==> src/rtl/rgb_to_yuv_packer.sv <==
// rgb_to_yuv_packer: converts RGB888 pixel pairs into the 4:2:2 byte stream U, Y1, V, Y2.
module rgb_to_yuv_packer #(
  parameter int Y_CR = 74,
  parameter int Y_CG = 162,
  parameter int Y_CB = 20,
  parameter int V_C  = 158
) (
  input  logic        clk,
  input  logic        reset,
  input  logic        in_en,
  input  logic [23:0] rgb_in,
  output logic        busy,
  output logic        out_valid,
  output logic [7:0]  yuv_out
);
  typedef enum logic [2:0] {IDLE, HAVE0, OUT_U, OUT_Y1, OUT_V, OUT_Y2} state_t;
  localparam logic signed [17:0] VC18 = 18'(V_C);
  state_t state, nxt;
  logic cap0, cap1;
  logic [7:0] r, g, b, y, y0, y1, u, v, u_sat, v_sat;
  logic [15:0] ys;
  logic signed [9:0] d, e, ud;
  logic signed [17:0] e18, ud18, p;
  function automatic logic [7:0] sat(input logic signed [17:0] x);
    return x > 18'sd127 ? 8'h7f : x < -18'sd128 ? 8'h80 : x[7:0];
  endfunction
  assign {r, g, b} = rgb_in;
  assign ys = 16'(Y_CR * r + Y_CG * g + Y_CB * b);
  assign y = 8'((ys + 16'd128) >> 8);
  assign d = $signed({2'b0, b}) - $signed({2'b0, y});
  assign e = $signed({2'b0, r}) - $signed({2'b0, y});
  assign ud = (d + 10'sd1) >>> 1;
  assign ud18 = {{8{ud[9]}}, ud};
  assign e18 = {{8{e[9]}}, e};
  assign p = VC18 * e18;
  assign u_sat = sat(ud18);
  assign v_sat = sat((p + 18'sd128) >>> 8);
  always_comb begin
    nxt = state;
    cap0 = 1'b0;
    cap1 = 1'b0;
    case (state)
      IDLE:   begin nxt = in_en ? HAVE0 : IDLE; cap0 = in_en; end
      HAVE0:  begin nxt = in_en ? OUT_U : HAVE0; cap1 = in_en; end
      OUT_U:  nxt = OUT_Y1;
      OUT_Y1: nxt = OUT_V;
      OUT_V:  nxt = OUT_Y2;
      OUT_Y2: begin nxt = in_en ? HAVE0 : IDLE; cap0 = in_en; end
      default: nxt = IDLE;
    endcase
    busy = state == OUT_U || state == OUT_Y1 || state == OUT_V;
    out_valid = busy || state == OUT_Y2;
    yuv_out = state == OUT_U  ? u  :
              state == OUT_Y1 ? y0 :
              state == OUT_V  ? v  :
              state == OUT_Y2 ? y1 : 8'h00;
  end
  always_ff @(posedge clk or negedge reset)
    if (!reset) begin
      state <= IDLE;
      y0 <= '0;
      y1 <= '0;
      u <= '0;
      v <= '0;
    end else begin
      state <= nxt;
      if (cap0) begin
        y0 <= y;
        u <= u_sat;
        v <= v_sat;
      end
      if (cap1) y1 <= y;
    end
endmodule
==> config.mk <==
export PLATFORM = sky130hd
export DESIGN_NAME = rgb_to_yuv_packer
export DESIGN_NICKNAME = d
export VERILOG_FILES = /design/src/rtl/rgb_to_yuv_packer.sv
export SDC_FILE = /design/constraint.sdc
export NUM_CORES = 1
export LEC_CHECK = 0
export CAP_MARGIN = 5
export CELL_PAD_IN_SITES_DETAIL_PLACEMENT = 1
export CELL_PAD_IN_SITES_GLOBAL_PLACEMENT = 1
export CORE_ASPECT_RATIO = 0.7
export CORE_MARGIN = 2
export CORE_UTILIZATION = 30
export CTS_CLUSTER_SIZE = 8
export DETAILED_ROUTE_END_ITERATION = 8
export PLACE_DENSITY = 0.57
export SETUP_SLACK_MARGIN = 0.2
export SYNTH_ARGS = -nofsm -noshare
export SYNTH_HDL_FRONTEND = slang
export SYNTH_SLANG_ARGS = --single-unit
==> constraint.sdc <==
create_clock -name clk -period 4.15 [get_ports clk]
set_clock_uncertainty 0.05 [all_clocks]
set_input_delay 0.415 -clock clk [delete_from_list [all_inputs] [get_ports clk]]
set_output_delay 0.415 -clock clk [all_outputs]
set_load 0.02 [all_outputs]
[Word-level counts from Yosys, hierarchy flattened]
Cells that the tools add are included.
Widths: inputs -> output; s select.
Word-level totals
  bits of input ports: 27
  output and inout bits: 10
  register bits: 35
  logic and storage cells: 43
Operators by class
  mux-type cells: 13
  magnitude comparators: 4
  reductions and logical operators: 5
  multiply operators: 4
  eq/ne operators: 5
  $add $sub $neg: 7
Operators by type and width (number)
  $mux 8: 8
  $add 18x9->18 const B: 1
  $sub 8x8->9: 2
  $mul 8x9->17 const A: 1
  $add 15x16->16: 1
  $add 16x13->16: 1
  $add 16x8->16 const B: 1
  $mul 7x8->15 const A: 1
  $pmux 3 s5: 1
  $mul 6x8->14 const A: 1
  $mul 3x8->11 const A: 1
  $add 9x2->10 const B: 1
  $gt 10x8->1 const B: 1
  $lt 10x8->1 const B: 1
  $gt 9x8->1 const B: 1
  $lt 9x8->1 const B: 1
  $eq 3x2->1 const B: 2
  $eq 3x3->1 const B: 2
  $eq 3x1->1 const B: 1
  $logic_not 3->1: 1
  $logic_or 1x1->1: 3
  $mux 1: 3
  $mux 2: 1
  $reduce_or 2->1: 1

[Longest topological paths before layout]
Gate-level depths: netlist of run 1.
  depth in word-level cells: 10
  gate-level depth with buffers: 46
  depth with buffers taken out: 45

[Worst setup path after synthesis of run 1]
No wires, ideal clock.
  path kind: input to register
  from: input port rgb_in[20]
  to: register v[0]
  library setup time: 0.140 ns
  arrival time: 10.776 ns
  slack: -6.816 ns
  path buffers: 1
  cell stages on the path: 44
  required time: 3.960 ns
  path through: ha_1 > ha_1 > fa_1 > ha_1 > xor2_1 > ha_1 > fa_1 > inv_1 > ha_1 > o21ai_0 > o22ai_1 > or3_1 > buf_6 > a21o_1 > xnor2_1 > ha_1 > nor2b_1 > o21ai_0 > [8 not listed] > ha_1 > xnor2_1 > fa_1 > inv_1 > fa_1 > ha_1 > nand2_1 > a211oi_1 > o2111ai_1 > a311oi_1 > o21ai_1 > nor2b_1 > or4b_1 > mux2i_1 > o21ai_2 > and2_4 > a311oi_4 > o32ai_1
On the way
  cells in the longest elaborated chain, start to end: 10
  elaborated cells on any way between the ends: 11
  classes of those cells: add/sub: 5; mul: 2; order compare: 2; mux: 2
Ends and longest elaborated chain
  start: declaration: line 11  | input logic [23:0] rgb_in,
  $mul 6x8->14: line 28  | assign ys = 16'(Y_CR * r + Y_CG * g + Y_CB * b);
  $add 15x16->16: line 28
  $add 16x13->16: line 28
  $add 16x8->16: line 29  | assign y = 8'((ys + 16'd128) >> 8);
  $sub 8x8->9 *: line 31  | assign e = $signed({2'b0, r}) - $signed({2'b0, y});
  $mul 8x9->17 *: line 35  | assign p = VC18 * e18;
  $add 18x9->18 *: line 37  | assign v_sat = sat((p + 18'sd128) >>> 8);
  $lt 10x8->1: line 25  | return x > 18'sd127 ? 8'h7f : x < -18'sd128 ? 8'h80 : x[7:0];
  $mux 8: line 25
  $mux 8 *: line 25
  end signal: assignment: line 70  | v <= v_sat;
  end: declaration: line 20  | logic [7:0] r, g, b, y, y0, y1, u, v, u_sat, v_sat;
Mark *: on every way between the ends. The rest lies on a longest branch, timed or not.
A chain may end at the register's enable or synchronous reset.

[Final worst setup path of run 1]
  from: input port rgb_in[8]
  to: register v[6]
On the way
  cells in the longest elaborated chain, start to end: 10
  elaborated cells on any way between the ends: 11
  classes of those cells: add/sub: 5; mul: 2; order compare: 2; mux: 2
Ends and longest elaborated chain (line)
  $mul 7x8->15 *: 28
  $add 15x16->16 *: 28
  $add 16x13->16 *: 28
  $add 16x8->16 *: 29
  named net y[1]: 20
  $sub 8x8->9 *: 31
  $mul 8x9->17 *: 35
  $add 18x9->18 *: 37
  $lt 10x8->1: 25
  $mux 8: 25
  $mux 8 *: 25
Mark *: on every way through the listed nets, which the timed path passes. The rest lies on a longest branch.

==> summary.md, run 1 <==
| Metric | Value |
|---|---|
| Slowest CP cell | `fa_2` |
| Starting Density | `between 30 and 40%` |
| Arr. time, crit path | `~10 ns` |
| Max_slew headroom | `about 31%` |
| GRT Overall Usage | `a little under 20%` |
| Ys flop type | `dfrtp_1` |
| Crit-path max FO | `7` |
| Fillcell total | `roughly 2600` |
| Syn nets | `966` |
| Hold Startpoint | `y0[7]` |
| Ant diodes | `0` |
| Final Slew Violations | `0` |
| Routed wire length | `22900 µm` |
| DIE WIDTH | `185 µm` |
| Yosys cell types | `80` |
| First-pass DRT Iterations | `4` |
| Post-synthesis sequential area ratio | `around an eighth` |
| Post-synth top area share | `roughly a quarter` |
| Number of buffers created by CTS | `5` |
| Cells after DPL | `roughly 1300` |
| Max clock buf depth | `2` |
| CP required | `roughly 4.3 ns` |
| Vias in the first global route | `~7100` |
| Final std cells w/o fill | `1310` |
| R2R Path Start | `state[0]` |
| Worst Hold Class | `reg -> reg` |
| Syn Inst Count | `between 700 and 800` |
| Final WS setup | `-6.10 ns` |
| Crit path capture type | `register` |
| Post-synth EDFFs | `0` |
| Critical path startpoint category | `input pin` |
| Largest cells by area after synthesis | `ha_1, dfrtp_1, fa_1` |
| Placed inst area | `9350 µm²` |
| Pin count of the biggest net entering global routing | `36` |
| RSZ-0062 raised after global routing | `yes` |
| Most used cell, CP | `ha_4` |
| Die height | `130 µm` |
| Max Cap Violations | `0` |
| WL/cell | `between 15 and 20 µm` |
| Gp weighted congestion | `between 0.8 and 0.9` |
| DR vias | `6373` |
| PortBufs | `36` |
| Failing checks | `negative setup slack` |
| Die area | `24100 µm²` |
| DRC viols | `0` |
| Min Tclk post-route | `~10 ns` |
| Number of vias per cell | `4.86` |
| Run status | `complete, but fails checks` |
| Largest family of logic cells by synthesized area | `adder cells` |
| H-tree depth | `2` |
| Fraction of registers with async set/reset | `100%` |
| Area of the core | `22600 µm²` |
| Slew @ Worst Pin | `roughly 1.0 ns` |
| Synth Area in Simple Gates | `between 10% and 20%` |
| Xor and xnor fraction of the mapped netlist area | `a little under a tenth` |
| Final worst path period share | `247%` |
| Initial DRC Count | `between 200 and 250` |
| Mux contribution to synthesized area | `under 10%` |
| Setup violations, final | `30` |
| Final nets | `1199` |
| Post-route cell area | `10300 µm²` |
| Number of synthesized register bits | `35` |
| Synth warnings | `0` |
| Dominant cell type by area after synthesis | `ha_1` |
| Synth Area in Compound Gates | `between 10% and 20%` |
| Row cnt | `46` |
| Initial antenna violation count | `0` |
| Adder-Cell Fraction of Synth Area | `36.6%` |
| First-pass GRT wire length | `around 38000 µm` |
| Layout cells sized above 1 | `38.6%` |
| CTS tree | `yes` |
| Post-synthesis cell area | `roughly 7000 µm²` |
| Syn Area/Cell | `between 8 and 9 µm²` |
| F_max | `slightly below 100 MHz` |
| I/O pin count | `37` |
| Setup slack at placement | `-7.05 ns` |
| Worst-skew pair later-pin latency | `0.27 ns` |
| Gr ovfl total | `0` |
| Crit path from | `rgb_in[8]` |
| Root buffer cell | `clkbuf_16` |
| Clk sinks | `35` |
| Number of hold violations in the final report | `0` |
| Finished Core Util | `between 40% and 50%` |
| Area Overhead vs Synth | `49.9%` |
| WS Path Type | `in -> reg` |
| Worst path max stage delay | `0.55 ns` |
| ANT nets after route | `0` |
| Post-DP HPWL | `19000 µm` |
| Reg clk slew, reported paths | `roughly 0.05 ns` |
[flip-flops by register name, indices dropped and copies added (netlist names)]
register	cells
y1	8
u	8
y0	8
v	8
state	3
[cells by family after synthesis]
group	Yosys count
and+or+nand+nor	178
buffers and inverters	120
DFF	35
xor gates and xnor gates	69
muxes	21
adders and majority gates	178
AOI/OAI and AO/OA	163
[layout make-up]
type | instances | area [µm²] | share of cell area (%)
Inverter | 98 | 373 | 3.63
Clock inverter | 2 | 35.0 | 0.341
Multi-Input combinational cell | 609 | 6420 | 62.5
Clock buffer | 6 | 139 | 1.35
Timing Repair Buffer | 248 | 2030 | 19.8
Tap cell | 312 | 390 | 3.80
Sequential cell | 35 | 876 | 8.53
[metal layers]
| layer | vias to the layer above | wire length (µm) | GRT usage, % |
|---|---|---|---|
| met3 | 12 | 545 | 1.44 |
| met4 | 0 | 164 | 1.96 |
| met1 | 3156 | 11600 | 28.4 |
| met2 | 64 | 10700 | 33.8 |
| met5 | - | 0 | 0 |
| li1 | 3141 | - | - |
[worst paths after layout]
kind,slack (ns),endpoint,cells past startpoint
max reg2reg,1.42,v[0],5
max,-6.10,v[6],46
min reg2reg,0.44,y0[7],2
min,0.44,y0[7],2
max in group asynchronous,3.19,v[7],2
min in group asynchronous,0.53,u[6],2
[synth_stat cells (all sizes together), types with 4 or more instances]
cell	count
ha	137
inv	97
nand2	44
o21ai	44
xnor2	44
nor2	43
fa	38
dfrtp	35
a21oi	25
xor2	24
a21o	21
mux2i	18
clkbuf	14
nand3	14
nor2b	14
a31oi	12
nor3	11
o22ai	10
nand2b	9
and3	8
buf	8
nand4	8
o21a	7
o32ai	7
and2	6
a211oi	5
o21bai	5
or2	5
or3	5
o211ai	4
[worst max-delay path, delay by kind of cell]
kind / cells / cell delay (ns)
xor+xnor: 4 / 0.75
buf+inv: 10 / 1.41
mux: 2 / 0.47
simple gates: 10 / 1.71
fa+ha+maj: 11 / 4.12
compound gates: 9 / 1.47
[cell usage in the layout (no fill, tap or decap), types with 5 or more instances in the layout]
cell | synthesis | routed
o22ai_1 | 10 | 9
xor2_1 | 24 | 20
o21ai_0 | 36 | 19
nand2b_1 | 9 | 8
nand2_1 | 43 | 41
o21ai_1 | 4 | 12
inv_1 | 97 | 88
clkdlybuf4s50_1 | 0 | 21
a21oi_1 | 24 | 15
dlygate4sd2_1 | 0 | 7
a21o_1 | 20 | 18
o21a_1 | 7 | 7
xnor2_2 | 0 | 10
inv_2 | 0 | 9
buf_6 | 2 | 15
clkbuf_16 | 0 | 5
nor2b_1 | 14 | 9
a21oi_2 | 1 | 9
nand4_1 | 8 | 8
nor3_1 | 9 | 8
a31oi_1 | 11 | 10
dfrtp_1 | 35 | 35
mux2i_1 | 18 | 18
fa_1 | 38 | 35
ha_1 | 137 | 101
nand3_1 | 12 | 10
buf_4 | 0 | 197
o21ai_2 | 3 | 10
ha_4 | 0 | 32
nor2_1 | 43 | 41
xnor2_1 | 44 | 31
and3_1 | 8 | 6
[metrics by stage]
step	TNS, ns	hold slack [ns]
after floorplan	-67.40	0.0694
after CTS	-77.56	0.439
after global placement	-102.68	0.412
after detailed placement	-108.67	0.421
after global routing	-86.72	0.461
final	-79.29	0.439
[what timing repair did]
item / 4_1_cts / 5_1_grt
gates resized for setup: 115 / 26
setup buffers: 14 / 7
hold buffers: 0 / 0
endpoints found under the setup margin: 32 / 32
pin swaps: 49 / 16
Power of run 1 is not shown: default switching activity piles up to over one toggle a cycle in this logic, so the estimate is an artifact.
==> inputs of run 2 (changes only) <==
--- a/config.mk
+++ b/config.mk
@@ -9,7 +9,7 @@
 export CELL_PAD_IN_SITES_DETAIL_PLACEMENT = 1
 export CELL_PAD_IN_SITES_GLOBAL_PLACEMENT = 1
 export CORE_ASPECT_RATIO = 0.7
-export CORE_MARGIN = 2
+export CORE_MARGIN = 8
 export CORE_UTILIZATION = 30
 export CTS_CLUSTER_SIZE = 8
 export DETAILED_ROUTE_END_ITERATION = 8
==> run 2 against run 1 <==
The flow still finishes with violations (negative setup slack). Sequential share of layout area shrank 0.24 points. First-iteration DRC count shrank 10%. Maximum frequency grew 2.1%. Via count grew 1.7%. Register-to-register slack gained 0.05 ns. Worst setup slack gained 0.21 ns. Critical path depth shrank 2. Clock-buffer cell count is the same. Core utilization grew 1.3 points. Hold slack gained 0.0036 ns. Critical endpoint is now v[0].
==> summary.md, run 2 (synthesis gave the netlist of run 1 again) <==
| Metric | Value |
|---|---|
| Slowest CP cell | `fa_1` |
| Final nets | `1221 (+1.8%)` |
| Number of buffers created by CTS | `5 (unchanged)` |
| Max_slew headroom | `29.1% (-1.4 points)` |
| Starting Density | `30.4% (unchanged)` |
| First-pass DRT Iterations | `4 (unchanged)` |
| Post-DP HPWL | `19200 µm (+0.89%)` |
| Initial antenna violation count | `0 (unchanged)` |
| WP buf/inv | `8 (-2)` |
| DRC viols | `0 (unchanged)` |
| Worst path max stage delay | `0.52 ns (-0.03 ns)` |
| Final Slew Violations | `0 (unchanged)` |
| Fillcell total | `2551 (-1.6%)` |
| Routed wire length | `23200 µm (+1.2%)` |
| CP required | `4.23 ns (-0.05 ns)` |
| Layout cells sized above 1 | `42.3% (+3.8 points)` |
| Final hold slack | `0.442 ns (+0.00365 ns)` |
| ANT nets after route | `0 (unchanged)` |
| Crit-path max FO | `7 (unchanged)` |
| Min Tclk post-route | `10.04 ns (-0.207 ns)` |
| Failing checks | `negative setup slack` |
| Area Overhead vs Synth | `54.1%` |
| Gr ovfl total | `0 (unchanged)` |
| GRT Overall Usage | `16.5% (-3.2 points)` |
| Root buffer cell | `clkbuf_16` |
| Max Cap Violations | `0 (unchanged)` |
| Die height | `142 µm (+9.2%)` |
| Max clock buf depth | `2 (unchanged)` |
| Number of hold violations in the final report | `0 (unchanged)` |
| Final WS setup | `-5.89 ns (+0.207 ns)` |
| Clk sinks | `35 (unchanged)` |
| Row cnt | `46 (unchanged)` |
| H-tree depth | `2 (unchanged)` |
| Final worst path period share | `242% (-5.0 points)` |
| Area of the core | `22600 µm² (unchanged)` |
| PortBufs | `36 (unchanged)` |
| Commonest non-fill, non-tap cell in the layout | `buf_4` |
| DR vias | `6484 (+1.7%)` |
| WS Path Type | `in -> reg` |
| Arr. time, crit path | `10.12 ns (-0.25 ns)` |
| Reg clk slew, reported paths | `0.05 ns (about the same)` |
| Vias in the first global route | `7260 (+1.9%)` |
| Number of vias per cell | `4.88 (+0.21%)` |
| Most used cell, CP | `ha_4` |
| WL/cell | `17.5 µm (-0.28%)` |
| CP delay by family, top | `adder cells` |
| F_max | `99.6 MHz (+2.1%)` |
| Worst Hold Class | `reg -> reg` |
| Initial DRC Count | `215 (-10%)` |
| Pin count of the biggest net entering global routing | `36 (unchanged)` |
| Run status | `complete, but fails checks` |
| # hold bufs at CTS | `0 (unchanged)` |
| Gp weighted congestion | `0.864 (+2.9%)` |
| Slew @ Worst Pin | `1.06 ns (+0.0208 ns)` |
| First-pass GRT wire length | `37400 µm (-0.61%)` |
| Die area | `28000 µm² (+16%)` |
| Ant diodes | `0 (unchanged)` |
| CTS tree | `yes` |
| RSZ-0062 raised after global routing | `yes` |
| DIE WIDTH | `197 µm (+6.5%)` |
| I/O pin count | `37 (unchanged)` |
| Crit path capture type | `register` |
| Worst-skew pair later-pin latency | `0.27 ns (about the same)` |
| Setup violations, final | `28 (-6.7%)` |
| Commonest cells after routing, fill and taps aside | `buf_4, ha_1, inv_1, nor2_1, nand2_1` |
| Critical path startpoint category | `input pin` |
run 2: cell count changes in the layout (fill, tap and decap cells not counted), moves of 4 or more:
cell     previous run  this run
ha_4               32        38
o21ai_2            10        15
buf_4             197       217
ha_1              101        93
buf_6              15        19
o21ai_0            19        15
run 2: timing repair:
action / 4_1_cts / 5_1_grt
pin swaps: 54 / 48
setup buffers: 26 / 14
setup endpoints to repair: 32 / 32
gates resized for setup: 129 / 57
run 2: path summary, 6_finish.rpt:
check	from	to	slack (ns)	depth (start not counted)
hold reg to reg	y1[0]	y1[0]	0.44	2
min in group asynchronous	reset	y0[5]	0.51	2
hold / removal	y1[0]	y1[0]	0.44	2
setup / recovery	rgb_in[22]	v[0]	-5.89	44
max in group asynchronous	reset	v[5]	3.22	2
setup reg to reg	state[0]	v[0]	1.47	4
run 2: worst register-to-register path, cell delays in order, from the launching register on:
cell and delay [ns]:
dfrtp_1 1.04, xnor2_1 0.22, and2_1 0.82, nor2_1 0.09
o32ai_1 0.35
run 2: through the flow:
stage	worst slack, ns	cells	TNS (ns)	util, %	cell area (µm²)
floorplan	-5.91	764	-67.40	-	7280
detailed placement	-7.02	1284	-107.27	41.5	9370
CTS	-5.96	1316	-77.37	45.3	10200
finish	-5.89	1330	-77.83	46.8	10600
global route	-6.18	1330	-84.14	46.8	10600
global placement	-6.74	1284	-101.50	41.5	9370
run 2: final cells by class:
cell class                      count  area [µm²]  area share (%)
Tap cell                          312         390            3.70
Sequential cell                    35         876            8.29
Multi-Input combinational cell    609        6610            62.6
Timing Repair Buffer              270        2180            20.6
Clock buffer                        6         129            1.22
Inverter                           98         373            3.53
run 2: per-layer routing:
metal,track usage [%],part of all wire (%),vias to the layer above
li1,-,-,3176
met1,23.5,51,3226
met2,28.1,46,70
met3,1.20,2.2,12
met4,1.14,0.47,0
met5,0,0,-
Power of run 2 is left out for the same reason.
==> inputs of run 3 (changes only) <==
--- a/config.mk
+++ b/config.mk
@@ -13,7 +13,8 @@
 export CORE_UTILIZATION = 30
 export CTS_CLUSTER_SIZE = 8
 export DETAILED_ROUTE_END_ITERATION = 8
-export PLACE_DENSITY = 0.57
+export DONT_BUFFER_PORTS = 1
+export PLACE_DENSITY = 0.54
 export SETUP_SLACK_MARGIN = 0.2
 export SYNTH_ARGS = -nofsm -noshare
 export SYNTH_HDL_FRONTEND = slang
==> constraint.sdc (replaced) <==
create_clock -name clk -period 4.15 [get_ports clk]
set_clock_uncertainty 0.05 [all_clocks]
set_input_delay 0.83 -clock clk [delete_from_list [all_inputs] [get_ports clk]]
set_output_delay 0.83 -clock clk [all_outputs]
set_load 0.02 [all_outputs]
==> run 3 against run 2 <==
The run still ends with negative setup slack left. Sequential share of layout area up 0.80 points. Register-to-register slack better by 0.05 ns. Final area down 8.8%. Non-clock buffer count down 84. Cell count down 6.2%. Maximum frequency down 1.7%. Clock-buffer cell count up 1. Critical endpoint is now v[6]. Largest cell class unchanged.
==> summary.md, run 3 (synthesis gave the netlist of run 1 again) <==
| Metric | Value |
|---|---|
| Final WS setup | `-6.07 ns (-0.175 ns)` |
| CP required | `4.26 ns (+0.03 ns)` |
| Starting Density | `30.4% (unchanged)` |
| Min Tclk post-route | `10.22 ns (+0.175 ns)` |
| Gr ovfl total | `0 (unchanged)` |
| I/O pin count | `37 (unchanged)` |
| R2R Path Start | `state[0]` |
| Post-DP HPWL | `18100 µm (-5.6%)` |
| Post-route cell area | `9630 µm² (-8.8%)` |
| First-pass GRT wire length | `36300 µm (-2.9%)` |
| Slowest CP cell | `fa_1` |
| DIE WIDTH | `197 µm (unchanged)` |
| Reg clk slew, reported paths | `0.06 ns (about the same)` |
| DR vias | `6033 (-7.0%)` |
| Worst-skew pair later-pin latency | `0.28 ns (about the same)` |
| CTS tree | `yes` |
| Area Overhead vs Synth | `40.5%` |
| Failing checks | `negative setup slack` |
| WS Path Type | `in -> reg` |
| Commonest cells after routing, fill and taps aside | `buf_4, ha_1, inv_1, nor2_1, nand2_1` |
| CP delay by family, top | `adder cells` |
| DRC viols | `0 (unchanged)` |
| Clk sinks | `35 (unchanged)` |
| Initial DRC Count | `257 (+20%)` |
| Slew @ Worst Pin | `1.06 ns (-0.000641 ns)` |
| Routed wire length | `21400 µm (-7.9%)` |
| Worst path max stage delay | `0.55 ns (+0.03 ns)` |
| Final setup TNS | `-82.05 ns (-4.22 ns)` |
| WP buf/inv | `5 (-3)` |
| Row cnt | `46 (unchanged)` |
| Critical path startpoint category | `input pin` |
| WL/cell | `17.1 µm (-1.9%)` |
| ANT nets after route | `0 (unchanged)` |
| Final nets | `1137 (-6.9%)` |
| F_max | `97.9 MHz (-1.7%)` |
| H-tree depth | `2 (unchanged)` |
| Arr. time, crit path | `10.32 ns (+0.20 ns)` |
| Run status | `complete, but fails checks` |
| R2R Path End | `v[2]` |
| Max Cap Violations | `0 (unchanged)` |
| Initial antenna violation count | `0 (unchanged)` |
| Max clock buf depth | `2 (unchanged)` |
| Placed inst area | `8790 µm² (-6.2%)` |
| Max_slew headroom | `29.2% (+0.043 points)` |
| Ant diodes | `0 (unchanged)` |
| Crit-path max FO | `7 (unchanged)` |
| PortBufs | `0 (-100%)` |
| Worst Hold Class | `in -> async` |
| First-pass DRT Iterations | `4 (unchanged)` |
| FF-to-FF setup slack | `1.52 ns (+0.05 ns)` |
| Setup violations, final | `30 (+7.1%)` |
| Vias in the first global route | `6909 (-4.8%)` |
| RSZ-0062 raised after global routing | `yes` |
| GRT Overall Usage | `15.9% (-0.65 points)` |
| Crit path capture type | `register` |
| Setup slack at placement | `-6.58 ns (+0.438 ns)` |
| Number of vias per cell | `4.83 (-0.84%)` |
| Root buffer cell | `clkbuf_16` |
| Number of buffers created by CTS | `5 (unchanged)` |
| Area of the core | `22600 µm² (unchanged)` |
| Number of hold violations in the final report | `0 (unchanged)` |
| Most used cell, CP | `ha_4` |
| Layout cells sized above 1 | `37.3% (-5.1 points)` |
| Final Slew Violations | `0 (unchanged)` |
| Gp weighted congestion | `0.810 (-6.3%)` |
| Final worst path period share | `246% (+4.2 points)` |
| Commonest non-fill, non-tap cell in the layout | `buf_4` |
| Pin count of the biggest net entering global routing | `36 (unchanged)` |
| Path depth of the worst reg2reg path | `4 (unchanged)` |
| Die height | `142 µm (unchanged)` |
| Die area | `28000 µm² (unchanged)` |
==> run 3: timing repair <==
item                                    CTS  global route
buffers inserted                         21             2
hold endpoints to repair                  0             0
hold buffers                              0             0
endpoints found under the setup margin   32            32
gates resized for setup                  73            22
pin swaps                                42            14
==> run 3: worst reg2reg max path: stages (launching register included) <==
cell	delay (ns)
dfrtp_1	1.04
xnor2_1	0.22
and2_1	0.78
nor2_1	0.15
o32ai_2	0.30
==> run 3: area by class of cell <==
| cell class | count | area (µm²) |
|---|---|---|
| well taps | 312 | 390 |
| flip-flops and latches | 35 | 876 |
| clock buffers | 7 | 153 |
| repair buffers | 186 | 1460 |
| fillers | 2594 | 12900 |
| clock inverters | 1 | 7.51 |
| multi-input cells | 609 | 6370 |
| inverters | 98 | 373 |
==> run 3: worst max path at each step <==
stage | start | end | cells after the start
6_report | rgb_in[22] | v[6] | 40
5_1_grt | rgb_in[22] | v[6] | 44
2_1_floorplan | rgb_in[20] | v[6] | 44
4_1_cts | rgb_in[20] | v[6] | 44
3_5_place_dp | rgb_in[18] | v[6] | 44
3_3_place_gp | rgb_in[18] | v[0] | 45
==> run 3: layer usage <==
layer	global-route usage (%)	routed length, µm
met1	20.7	10400
met2	28.5	10300
met3	1.54	372
met4	2.65	273
met5	0	0
==> run 3: metrics by stage <==
step	hold WS, ns	instances	utilization [%]
finish	0.193	1248	42.7
global route	0.179	1248	42.7
CTS	0.183	1246	42.2
detailed placement	0.426	1217	39.0
global placement	0.411	1217	39.0
floorplan	0.398	764	-
Power of run 3 is left out for the same reason.
